## config.mk

```make
export PLATFORM = sky130hd
export DESIGN_NAME = trade_signal_fsm_flat
export DESIGN_NICKNAME = d
export VERILOG_FILES = /design/src/rtl/trade_pkg.sv /design/src/rtl/trade_signal_fsm_if.sv /design/src/rtl/trade_signal_fsm_long_window_avg.sv /design/src/rtl/trade_signal_fsm.sv /design/src/flat_wrapper.sv
export SDC_FILE = /design/constraint.sdc
export NUM_CORES = 1
export LEC_CHECK = 0
export BUFFER_PORTS_ARGS = -buffer_cell sky130_fd_sc_hd__buf_2
export CAP_MARGIN = 20
export CORE_UTILIZATION = 60
export CTS_BUF_LIST = sky130_fd_sc_hd__clkbuf_4 sky130_fd_sc_hd__clkbuf_8 sky130_fd_sc_hd__clkbuf_16
export DETAILED_ROUTE_END_ITERATION = 16
export PLACE_DENSITY = 0.87
export RECOVER_POWER = 50
export SLEW_MARGIN = 5
export SYNTH_ARGS = -nofsm -noshare
export SYNTH_HDL_FRONTEND = slang
export SYNTH_SLANG_ARGS = --single-unit
```

## constraint.sdc

```tcl
create_clock -name clk -period 11.15 [get_ports clk]
set_input_delay 1.6725 -clock clk [delete_from_list [all_inputs] [get_ports clk]]
set_output_delay 1.6725 -clock clk [all_outputs]
set_load 0.01 [all_outputs]
```

## src/rtl/trade_pkg.sv

```systemverilog
//----------------------------------------------------------------------------
// trade_pkg -- shared state, side encodings and default width for trade_signal_fsm
// Revision: 1.0
//----------------------------------------------------------------------------
`default_nettype none

package trade_pkg;

  localparam int DEFAULT_DATA_W = 8;

  typedef enum logic [1:0] {
    WARMUP   = 2'd0,
    FLAT     = 2'd1,
    LONG     = 2'd2,
    WAIT_ACK = 2'd3
  } state_e;

  localparam logic SIDE_BUY  = 1'b1;
  localparam logic SIDE_SELL = 1'b0;

endpackage

`default_nettype wire

```

## src/rtl/trade_signal_fsm_if.sv

```systemverilog
//----------------------------------------------------------------------------
// trade_signal_fsm_if -- price sample input, order handshake and status bundle
// Revision: 1.0
//----------------------------------------------------------------------------
`default_nettype none

interface trade_signal_fsm_if
  import trade_pkg::*;
#(
  parameter int DATA_W = DEFAULT_DATA_W
);

  logic [DATA_W-1:0] avg_in;
  logic              avg_valid;
  logic              order_valid;
  logic              order_side;
  logic [DATA_W-1:0] order_price;
  logic              order_ready;
  logic              position_long;
  logic              warm;

  // master: the filter/order-stage side; slave: the decision block
  modport master (
    output avg_in, avg_valid, order_ready,
    input  order_valid, order_side, order_price, position_long, warm
  );

  modport slave (
    input  avg_in, avg_valid, order_ready,
    output order_valid, order_side, order_price, position_long, warm
  );

endinterface

`default_nettype wire

```

## src/rtl/trade_signal_fsm_long_window_avg.sv

```systemverilog
//----------------------------------------------------------------------------
// long_window_avg -- ring buffer, running sum, fill counter and long average
// Revision: 1.0
//----------------------------------------------------------------------------
`default_nettype none

module long_window_avg
  import trade_pkg::*;
#(
  parameter int DATA_W    = DEFAULT_DATA_W,
  parameter int LONG_LOG2 = 4
) (
  input  logic              clk,
  input  logic              rst,
  input  logic [DATA_W-1:0] sample_in,
  input  logic              sample_valid,
  output logic [DATA_W-1:0] long_avg,
  output logic              warm,
  output logic              fill_done
);

  localparam int DEPTH = 1 << LONG_LOG2;
  localparam int SUM_W = DATA_W + LONG_LOG2;
  localparam logic [LONG_LOG2:0] FILL_FULL = (LONG_LOG2+1)'(DEPTH);

  logic [DATA_W-1:0]    ring_q [DEPTH];
  logic [DATA_W-1:0]    ring_d [DEPTH];
  logic [LONG_LOG2-1:0] wr_ptr_q, wr_ptr_d;
  logic [SUM_W-1:0]     sum_q, sum_d;
  logic [LONG_LOG2:0]   fill_q, fill_d;
  logic [DATA_W-1:0]    long_avg_q, long_avg_d;

  // Slots start cleared, so the oldest entry reads zero until the window fills
  always_comb begin
    ring_d     = ring_q;
    wr_ptr_d   = wr_ptr_q;
    sum_d      = sum_q;
    fill_d     = fill_q;
    long_avg_d = long_avg_q;
    if (sample_valid) begin
      ring_d[wr_ptr_q] = sample_in;
      wr_ptr_d         = wr_ptr_q + LONG_LOG2'(1);
      sum_d            = sum_q - SUM_W'(ring_q[wr_ptr_q]) + SUM_W'(sample_in);
      long_avg_d       = DATA_W'(sum_d >> LONG_LOG2);
      if (fill_q != FILL_FULL) begin
        fill_d = fill_q + (LONG_LOG2+1)'(1);
      end
    end
  end

  always_ff @(posedge clk) begin
    if (rst) begin
      for (int i = 0; i < DEPTH; i++) begin
        ring_q[i] <= '0;
      end
      wr_ptr_q   <= '0;
      sum_q      <= '0;
      fill_q     <= '0;
      long_avg_q <= '0;
    end else begin
      ring_q     <= ring_d;
      wr_ptr_q   <= wr_ptr_d;
      sum_q      <= sum_d;
      fill_q     <= fill_d;
      long_avg_q <= long_avg_d;
    end
  end

  assign long_avg  = long_avg_q;
  assign warm      = (fill_q == FILL_FULL);
  assign fill_done = sample_valid && (fill_q == FILL_FULL - (LONG_LOG2+1)'(1));

endmodule

`default_nettype wire

```

## src/rtl/trade_signal_fsm.sv

```systemverilog
//----------------------------------------------------------------------------
// trade_signal_fsm -- hysteretic crossover FSM with FLAT/LONG position and cooldown
// Revision: 1.0
//----------------------------------------------------------------------------
`default_nettype none

module trade_signal_fsm
  import trade_pkg::*;
#(
  parameter int DATA_W    = DEFAULT_DATA_W,
  parameter int LONG_LOG2 = 4,
  parameter int HYST      = 2,
  parameter int COOLDOWN  = 8
) (
  input  logic               clk,
  input  logic               rst,
  trade_signal_fsm_if.slave  bus
);

  localparam logic [1:0] S_WARMUP   = 2'(WARMUP);
  localparam logic [1:0] S_FLAT     = 2'(FLAT);
  localparam logic [1:0] S_LONG     = 2'(LONG);
  localparam logic [1:0] S_WAIT_ACK = 2'(WAIT_ACK);

  localparam int CMP_W = DATA_W + 2;
  localparam int CD_W  = $clog2(COOLDOWN + 2);

  logic [DATA_W-1:0] long_avg;
  logic              warm;
  logic              fill_done;

  long_window_avg #(
    .DATA_W    (DATA_W),
    .LONG_LOG2 (LONG_LOG2)
  ) u_long_window_avg (
    .clk          (clk),
    .rst          (rst),
    .sample_in    (bus.avg_in),
    .sample_valid (bus.avg_valid),
    .long_avg     (long_avg),
    .warm         (warm),
    .fill_done    (fill_done)
  );

  // Widened so neither price + HYST nor long_avg + HYST can wrap
  logic [CMP_W-1:0] price_w, avg_w, hyst_w;
  logic             buy_cross, sell_cross, handshake;

  assign price_w    = CMP_W'(bus.avg_in);
  assign avg_w      = CMP_W'(long_avg);
  assign hyst_w     = CMP_W'(HYST);
  assign buy_cross  = price_w > (avg_w + hyst_w);
  assign sell_cross = (price_w + hyst_w) < avg_w;

  logic [1:0]        state_q, state_d;
  logic [CD_W-1:0]   cooldown_q, cooldown_d;
  logic              order_valid_q, order_valid_d;
  logic              order_side_q, order_side_d;
  logic [DATA_W-1:0] order_price_q, order_price_d;
  logic              position_long_q, position_long_d;

  assign handshake = order_valid_q && bus.order_ready;

  always_comb begin
    state_d         = state_q;
    cooldown_d      = cooldown_q;
    order_valid_d   = order_valid_q;
    order_side_d    = order_side_q;
    order_price_d   = order_price_q;
    position_long_d = position_long_q;
    case (state_q)
      S_WARMUP: begin
        if (fill_done) begin
          state_d = S_FLAT;
        end
      end
      S_FLAT, S_LONG: begin
        if (bus.avg_valid) begin
          if (cooldown_q != '0) begin
            cooldown_d = cooldown_q - CD_W'(1);
          end else if ((state_q == S_FLAT) && buy_cross) begin
            state_d       = S_WAIT_ACK;
            order_valid_d = 1'b1;
            order_side_d  = SIDE_BUY;
            order_price_d = bus.avg_in;
          end else if ((state_q == S_LONG) && sell_cross) begin
            state_d       = S_WAIT_ACK;
            order_valid_d = 1'b1;
            order_side_d  = SIDE_SELL;
            order_price_d = bus.avg_in;
          end
        end
      end
      S_WAIT_ACK: begin
        if (handshake) begin
          order_valid_d   = 1'b0;
          position_long_d = ~position_long_q;
          cooldown_d      = CD_W'(COOLDOWN);
          state_d         = (order_side_q == SIDE_BUY) ? S_LONG : S_FLAT;
        end
      end
      default: state_d = S_WARMUP;
    endcase
  end

  always_ff @(posedge clk) begin
    if (rst) begin
      state_q         <= S_WARMUP;
      cooldown_q      <= '0;
      order_valid_q   <= 1'b0;
      order_side_q    <= 1'b0;
      order_price_q   <= '0;
      position_long_q <= 1'b0;
    end else begin
      state_q         <= state_d;
      cooldown_q      <= cooldown_d;
      order_valid_q   <= order_valid_d;
      order_side_q    <= order_side_d;
      order_price_q   <= order_price_d;
      position_long_q <= position_long_d;
    end
  end

  assign bus.order_valid   = order_valid_q;
  assign bus.order_side    = order_side_q;
  assign bus.order_price   = order_price_q;
  assign bus.position_long = position_long_q;
  assign bus.warm          = warm;

endmodule

`default_nettype wire

```

## src/flat_wrapper.sv

```systemverilog
// flat-port wrapper written by rule: the top's interface ports become plain ports
module trade_signal_fsm_flat import trade_pkg::*;
#(
  parameter int DATA_W    = DEFAULT_DATA_W,
  parameter int LONG_LOG2 = 4,
  parameter int HYST      = 2,
  parameter int COOLDOWN  = 8
)
  (clk, rst, bus_avg_in, bus_avg_valid, bus_order_ready, bus_order_valid, bus_order_side, bus_order_price, bus_position_long, bus_warm);
  trade_signal_fsm_if #(.DATA_W(DATA_W)) bus_i ();
  input  logic clk;
  input  logic rst;
  input wire logic [$bits(bus_i.avg_in)-1:0] bus_avg_in;
  input wire logic [$bits(bus_i.avg_valid)-1:0] bus_avg_valid;
  input wire logic [$bits(bus_i.order_ready)-1:0] bus_order_ready;
  output wire logic [$bits(bus_i.order_valid)-1:0] bus_order_valid;
  output wire logic [$bits(bus_i.order_side)-1:0] bus_order_side;
  output wire logic [$bits(bus_i.order_price)-1:0] bus_order_price;
  output wire logic [$bits(bus_i.position_long)-1:0] bus_position_long;
  output wire logic [$bits(bus_i.warm)-1:0] bus_warm;
  assign bus_i.avg_in = bus_avg_in;
  assign bus_i.avg_valid = bus_avg_valid;
  assign bus_i.order_ready = bus_order_ready;
  assign bus_order_valid = bus_i.order_valid;
  assign bus_order_side = bus_i.order_side;
  assign bus_order_price = bus_i.order_price;
  assign bus_position_long = bus_i.position_long;
  assign bus_warm = bus_i.warm;
  trade_signal_fsm #(.DATA_W(DATA_W), .LONG_LOG2(LONG_LOG2), .HYST(HYST), .COOLDOWN(COOLDOWN)) u_core (.clk(clk), .rst(rst), .bus(bus_i));
endmodule
```

==> results.yml <==
drt:
  drtIter0Drc: 643
  vias_per_cell: 6.18
  route.detailed.drc: 0
  firstDrtPassIters: 5
  vias: 7266
  ant_nets: 0
  wl_microns: 21500
  wl_per_cell_microns: 18.2
clock_network:
  cts_tree: "built"
  htree_num_levels: 4
  cts_setup_buffers: 0
  numCtsBuffers: 17
  hold_buffers: 0
  cts_buffer_depth: 2
  cts_root_buf: "clkbuf_16"
  cts-resized-gates: 0
  clock_sinks: 166
  clk_pin_slew_worst_paths_ps: 70
  clk-insertion-delay-late_ps: 440
run_status:
  status: "finished, violations left"
  violations: "max-capacitance violations, max-slew violations"
setup_path:
  critPathMaxFanout: 89
  cp_top_family: "buffers and inverters"
  crit_buf_inv: 2
  crit_path_cell_trace: "clkbuf_1 -> clkbuf_1 -> nor3_1 -> mux2_1"
  start_kind: "input port"
  max_stage_delay_ps: 2670
  cp_slowest_cell: "clkbuf_1"
  arrival_ps: 7480
  endpoint_kind: "flop"
  path_class: "in2reg"
  cp_data_required_time_ps: 11480
  r2r_setup_slack_ps: 6430
  critical_path.most_common_cell: "clkbuf_1"
cells_and_area:
  fin_area_sq_um: 9270
  final_cells: 1176
  drive_gt1_share_pct: 7.73
  layout_commonest_cell: "nand2_1"
  nFillCells: 1065
  finalNetCount: 1049
  area_growth_pct: 7.28
  num_antenna_cells: 0
  layout_common_cells: "nand2_1, dfxtp_1, a21oi_1"
placement:
  postPlaceCellArea_sq_um: 8680
  dp_cells: 1144
  io_buffers: 23
  dp_hpwl_microns: 13700
  gp_congestion: 0.865
logic_synthesis:
  synthFlopType: "dfxtp_1"
  synth_fp_nets: 1077
  postSynthAreaPerCell_sq_um: 8.55
  yosysWarningCount: 0
  synth_top_area_share_pct: 38.5
  syn_area_sq_um: 8640
  synth_largest_area_cell: "dfxtp_1"
  synth_area_leaders: "dfxtp_1, nand2_1, a21oi_1"
  synth-async-reset-ratio_pct: 0
  synth-edff-count: 0
  ys_seq_area_share_pct: 38.5
  synth_cell_type_count: 58
  ys_ff_latch: 166
  netlist_instances: 1011
sta:
  min_period_over_period_pct: 64.1
  skew_ps: 10.3
  rsz0062_at_grt: "false"
  slew_headroom_pct: -149
  hold_ws_ps: 454
  worst_slew_pin_slew_ps: 3730
  finalSetupViolCount: 0
  finalSetupTns_ps: 0
  fin_crit_ps: 7150
  final_hold_viol_count: 0
  maxSlewViolCount: 178
  fmax_mhz: 140
pwr:
  vdd_ir_drop_max_uv: 186
  p_leak_nw: 3.36
  p_per_area_nw_per_um2: 184
  finalPower_w: 0.00170
grt:
  antenna_found_initial: 0
  grt_pass1_wl_microns: 34700
  track_usage_pct: 30.5
  grt_overflow: 0
  grt_pass1_vias: 7096
  grt_max_degree: 90
floorplan:
  ios: 24
  die_x_microns: 122
  dieArea_sq_um: 14900
  fp.coreArea_sq_um: 14000
  die_y_microns: 122
  initial_core_util_pct: 61.8
  row_count: 43
min_path:
  holdCritPathClass: "reg2reg"
job:
  drv_cap: 2
[logic make-up (layout without fill, tap and decap cells)]
logic type               after synthesis  after routing  synth area share, %
AO/OA/AOI/OAI                        210            210                 13.9
multiplexers                          47             47                 12.0
buffers and inverters                125            110                 6.04
flip-flops                           166            166                 38.5
adder cells (fa/ha/maj)               54             54                 8.51
XOR/XNOR                              24             24                 2.43
AND/OR/NAND/NOR                      385            385                 18.7
[registers in the layout, indices dropped and copies added, names as in the netlist]
| register | flops |
|---|---|
| u_core.u_long_window_avg.wr_ptr_q | 4 |
| u_core.bus.position_long | 1 |
| u_core.state_q | 2 |
| u_core.bus.order_price | 8 |
| u_core.bus.order_valid | 1 |
| u_core.u_long_window_avg.ring_q | 128 |
| u_core.u_long_window_avg.fill_q | 5 |
| u_core.cooldown_q | 4 |
| u_core.u_long_window_avg.sum_q | 12 |
| u_core.bus.order_side | 1 |
[power by group]
group | switching, W | total, W | internal (W)
Combinational | 0.000250 | 0.000436 | 0.000185
Sequential | 0.0000363 | 0.000657 | 0.000621
Clock | 0.000271 | 0.000611 | 0.000339
[metrics by stage]
step	worst slack, ps	utilization [%]
after floorplan	6830	-
after global placement	6580	62.0
after detailed placement	6500	62.0
after CTS	6560	66.4
after global routing	3570	66.3
final	4000	66.3
[Yosys cell counts, drive strengths merged (3+ instances only)]
master,number
inv,53
nand2b,3
a211oi,8
nor2b,4
nand4b,3
o311ai,3
dfxtp,166
fa,8
nand4,7
o21ai,16
a311oi,3
clkbuf,53
a21o,8
buf,19
and2,16
xor2,8
a21oi,150
mux2i,5
ha,46
nor3,4
xnor2,16
and3,5
nand3,20
o211ai,3
nor2,29
mux4,40
nand2,286
[routing by layer]
metal	track usage, %	part of all wire [%]	wire (microns)	vias to the layer above
li1	-	-	-	3387
met1	36.9	41	8690	3503
met2	51.9	49	10500	314
met3	5.66	6.9	1470	62
met4	14.7	3.5	752	0
met5	0	0	0	-
[tightest hold or removal path: cells and delay by family (launching register included)]
kind | cells | cell delay (ps)
AO/OA/AOI/OAI | 1 | 50
flip-flops | 1 | 310
AND/OR/NAND/NOR | 1 | 50
[worst paths after layout]
kind | start | end | cells after the start
max | rst | u_core.state_q[1] | 4
min | u_core.u_long_window_avg.ring_q[58] | u_core.u_long_window_avg.ring_q[58] | 2
max reg2reg | u_core.u_long_window_avg.wr_ptr_q[1] | u_core.u_long_window_avg.sum_q[10] | 12
min reg2reg | u_core.u_long_window_avg.ring_q[58] | u_core.u_long_window_avg.ring_q[58] | 2
[final cells by class]
class	count	area, sq um	share of cell area, %
Multi-Input combinational cell	720	4800	51.7
Inverter	53	199	2.15
Timing Repair Buffer	25	111	1.20
Clock inverter	15	189	2.04
Sequential cell	166	3320	35.9
Tap cell	180	225	2.43
Clock buffer	17	425	4.59
No activity file was read; power rests on OpenSTA's default activity.
